===== src/rtl/line_read_responder_pkg.sv =====
// Shared types for the line-read responder: physical address, byte width and
// the line-fill state encoding.
package line_read_responder_pkg;

    localparam int BYTE_WIDTH  = 8;
    localparam int PADDR_WIDTH = 32;

    typedef logic [PADDR_WIDTH-1:0] paddr_t;

    typedef enum logic [1:0] {
        Idle    = 2'd0,
        BusRead = 2'd1,
        Done    = 2'd2
    } line_read_state_t;

    // Clears the within-line offset bits so word offsets never carry upward.
    function automatic paddr_t line_base(input paddr_t addr, input int unsigned line_size);
        return addr & ~(paddr_t'(line_size) - paddr_t'(1));
    endfunction

endpackage


===== src/rtl/line_read_responder.sv =====
// Memory-side responder: turns one cache line read into WORD_COUNT sequential
// word reads on a narrower bus and returns the assembled line with a done pulse.
module line_read_responder
    import line_read_responder_pkg::*;
#(
    parameter int  LINE_SIZE  = 8,
    parameter int  WORD_WIDTH = 32,
    localparam int LINE_WIDTH = LINE_SIZE * BYTE_WIDTH
) (
    input  logic                  clk,
    input  logic                  rst,
    input  paddr_t                memAddr,
    input  logic                  memReadEnable,
    output logic                  memReadDone,
    output logic [LINE_WIDTH-1:0] memReadValue,
    output paddr_t                busAddr,
    output logic                  busReadEnable,
    input  logic                  busReadDone,
    input  logic [WORD_WIDTH-1:0] busReadValue
);

    localparam int WORD_COUNT = LINE_WIDTH / WORD_WIDTH;
    localparam int CNT_W      = (WORD_COUNT > 1) ? $clog2(WORD_COUNT) : 1;
    localparam paddr_t            WORD_BYTES = paddr_t'(WORD_WIDTH / BYTE_WIDTH);
    localparam logic [CNT_W-1:0]  LAST_WORD  = CNT_W'(WORD_COUNT - 1);

    line_read_state_t state_r;
    logic [CNT_W-1:0] word_idx_r;

    // Line-fill sequencer; busAddr doubles as the running word address.
    always_ff @(posedge clk) begin
        if (rst) begin
            state_r       <= Idle;
            word_idx_r    <= '0;
            memReadDone   <= 1'b0;
            memReadValue  <= '0;
            busAddr       <= '0;
            busReadEnable <= 1'b0;
        end else begin
            case (state_r)
                Idle: begin
                    memReadDone <= 1'b0;
                    if (memReadEnable) begin
                        busAddr       <= line_base(memAddr, LINE_SIZE);
                        busReadEnable <= 1'b1;
                        word_idx_r    <= '0;
                        state_r       <= BusRead;
                    end
                end
                BusRead: begin
                    if (busReadDone) begin
                        for (int w = 0; w < WORD_COUNT; w++) begin
                            if (word_idx_r == CNT_W'(w)) begin
                                memReadValue[w*WORD_WIDTH +: WORD_WIDTH] <= busReadValue;
                            end
                        end
                        if (word_idx_r == LAST_WORD) begin
                            busReadEnable <= 1'b0;
                            memReadDone   <= 1'b1;
                            state_r       <= Done;
                        end else begin
                            word_idx_r <= word_idx_r + CNT_W'(1);
                            busAddr    <= busAddr + WORD_BYTES;
                        end
                    end
                end
                Done: begin
                    // Never re-accept here: a held request would be served twice.
                    memReadDone <= 1'b0;
                    state_r     <= Idle;
                end
                default: begin
                    state_r       <= Idle;
                    word_idx_r    <= '0;
                    memReadDone   <= 1'b0;
                    busReadEnable <= 1'b0;
                end
            endcase
        end
    end

endmodule


===== config.mk =====
export PLATFORM = sky130hd
export DESIGN_NAME = line_read_responder
export DESIGN_NICKNAME = d
export VERILOG_FILES = /design/src/rtl/line_read_responder_pkg.sv /design/src/rtl/line_read_responder.sv
export SDC_FILE = /design/constraint.sdc
export NUM_CORES = 1
export LEC_CHECK = 0
export CAP_MARGIN = 20
export CORE_ASPECT_RATIO = 0.7
export CORE_MARGIN = 2
export CORE_UTILIZATION = 44
export DETAILED_ROUTE_END_ITERATION = 6
export PLACE_DENSITY = 0.84
export SETUP_SLACK_MARGIN = 0.5
export SLEW_MARGIN = 20
export SYNTH_ARGS = -nofsm -noshare
export SYNTH_HDL_FRONTEND = slang
export SYNTH_SLANG_ARGS = --single-unit

===== constraint.sdc =====
create_clock -name clk -period 2.6 [get_ports clk]
set_clock_uncertainty 0.15 [all_clocks]
set_input_delay 0.26 -clock clk [delete_from_list [all_inputs] [get_ports clk]]
set_output_delay 0.26 -clock clk [all_outputs]
set_load 0.02 [all_outputs]

==> reports/qor.yml <==
run_status: "finished clean"
maxCapViolations: 0
worst_slew_pin_slew_ps: 635
ys.flop_type: "dfxtp_1"
post-place-cells: 830
holdWs_ps: 304
die_w_um: 124
arrival_ps: 2190
clk_latency_ps: 330
p_leak_nw: 2.20
dpl.hpwl_um: 10300
fp.dieH_um: 87.9
drc: 0
coreArea_um2: 9720
synthAdderAreaFrac_pct: 0.283
areaGrowthSynthToFinish_pct: 45.9
cp_data_required_time_ps: 2670
report.final.slew_viol_count: 0
ff_latch_area_um2: 1990
cts_buffers: 9
initial_core_util_pct: 45.5
hold_violations: 0
ios: 166
cp-start-kind: "register"
finalCritPeriodShare_pct: 81.5
yosysUniqueCellTypes: 57
peakVddDrop_mv: 0.415
grt_overflow: 0
cts_sinks: 99
utilization_pct: 66.4
diodes: 0
grt_pass1_vias: 4400
cpPeakStageDelay_ps: 480
setup_viol: 0
synth_top_family_by_area: "simple AND/OR/NAND/NOR gates"
num_rows: 30
critPathKind: "reg2reg"
synth.top_cell.area_share_pct: 44.8
grt_max_degree: 60
fmax_mhz: 472
multi_input_area_um2: 2250
wirelength_um: 14300
cts_max_path_buffers: 2
wire_per_inst_um: 16.9
synth.top_cells.by_count: "nand2_1 (147), dfxtp_1 (99), a21oi_1 (94)"
syn_inst: 572
synth.most_common_cell: "nand2_1"
layout.nets: 783
cts_htree_levels: 3
tritoncts: "yes"
fin_cells: 847
drt_iter0_markers: 419
root_buffer: "clkbuf_16"
cpMaxStageDelayCell: "dfxtp_1"
synth_edf_count: 0
yosysSeqAreaShare_pct: 44.8
power_w: 0.00378
netlist_area_um2: 4420
post-route-min-period_ps: 2120
ys_ff_latch: 99
synth_xor_area_share_pct: 0.198
max_slew_margin_pct: 57.7
synthMuxAreaShare_pct: 0.509
fillers: 812
port_buffers: 160
yosysTopAreaCell: "dfxtp_1"
detail-route-antenna-nets: 0
synthTopCellsByArea: "dfxtp_1 (45%), nand2_1 (12%), a21oi_1 (11%)"
fin_tns_setup_ps: 0
critical_path.max_fanout: 7
viasPerCell: 5.64
clkTransAtPathRegs_ps: 70
powerDensity_nw_per_um2: 585
antenna_found_initial: 0
die-area_um2: 10900
routed-via-count: 4779
drive_above_1_share_pct: 8.34
yosys_warnings: 0
cp_cell_sequence: "and4_4 > nand4_4 > nor4_1 > mux2_2 > a211o_1"
synth-simple-area-share_pct: 26.6
synth_compound_area_share_pct: 22.5
worst_setup_path_end_kind: "register"
hp-class: "reg2reg"
rsz0062_at_grt: "yes"
synth_async_sr_flop_share_pct: 0
cts_hold_buf: 0
gp_congestion: 0.959
firstDrtPassIters: 5
post_synth.cell_area_avg_um2: 7.73
grt_usage_pct: 25.9
grt_pass1_wl_um: 22100
[area by class of cell]
cell class,count,area share (%)
multi-input cells,424,34.9
inverters,5,0.291
clock buffers,9,3.49
well taps,128,2.48
clock inverters,7,1.53
repair buffers,175,26.5
flip-flops and latches,99,30.8
[worst paths after layout]
kind | from | endpoint | slack, ps | cells past startpoint
setup / recovery | busAddr[15]$_SDFFE_PP0P_ | busAddr[27]$_SDFFE_PP0P_ | 480 | 5
hold / removal | memReadValue[4]$_SDFFE_PP0P_ | memReadValue[4]$_SDFFE_PP0P_ | 300 | 2
setup reg to reg | busAddr[15]$_SDFFE_PP0P_ | busAddr[27]$_SDFFE_PP0P_ | 480 | 5
hold reg to reg | memReadValue[4]$_SDFFE_PP0P_ | memReadValue[4]$_SDFFE_PP0P_ | 300 | 2
[per-stage QoR]
step / instance area, um^2 / setup slack, ps
floorplan: 4420 / 547
global placement: 6100 / 401
detailed placement: 6100 / 348
CTS: 6440 / 510
global route: 6450 / 448
finish: 6450 / 480
[power by group]
| part | switching [W] | internal (W) |
|---|---|---|
| clock | 0.000582 | 0.000850 |
| combinational | 0.000341 | 0.000316 |
| sequential | 0.0000947 | 0.00159 |
[cell usage in the layout (no fill, tap or decap), types with 3 or more instances in the layout]
master,instances
o21ai_0,14
a21o_1,3
o22ai_1,4
nand4_1,12
a311oi_1,4
a21oi_1,94
clkbuf_16,9
inv_1,5
o41ai_1,4
buf_4,15
nor4_1,4
a211oi_1,10
dfxtp_1,94
nand2_1,147
a22o_1,9
clkdlybuf4s50_1,159
nor3_1,18
nor2_1,30
nand3_1,11
and4_2,4
o31ai_1,11
dfxtp_2,5
[per-layer routing]
metal	up-vias	track usage [%]	part of all wire (%)
li1	2303	-	-
met1	2258	36.5	46
met2	189	39.6	45
met3	29	5.79	7.0
met4	0	8.06	2.1
met5	-	0	0
[registers in the layout (all words and copies together) (netlist names)]
register,cells
memReadDone,1
memReadValue,64
word_idx_r,1
busAddr,30
state_r,2
busReadEnable,1
[worst max-delay path: cells and delay by family, from the launching register on]
family / cells / cell delay (ps)
AO/OA/AOI/OAI: 1 / 270
flip-flops: 1 / 480
multiplexers: 1 / 370
AND/OR/NAND/NOR: 3 / 740
[cell families (layout without fill, tap and decap cells)]
group / after synthesis / after routing
buffers and inverters: 50 / 196
XOR/XNOR: 1 / 1
other: 1 / 2
multiplexers: 2 / 2
AND/OR/NAND/NOR: 253 / 253
AO/OA/AOI/OAI: 165 / 165
adder cells (fa/ha/maj): 1 / 1
flip-flops: 99 / 99
[repair_timing]
item	4_1_cts	5_1_grt
pin swaps	1	0
resized for setup	1	7
setup endpoints to repair	4	46
buffers inserted	1	0
No activity file was read; power rests on OpenSTA's default activity.
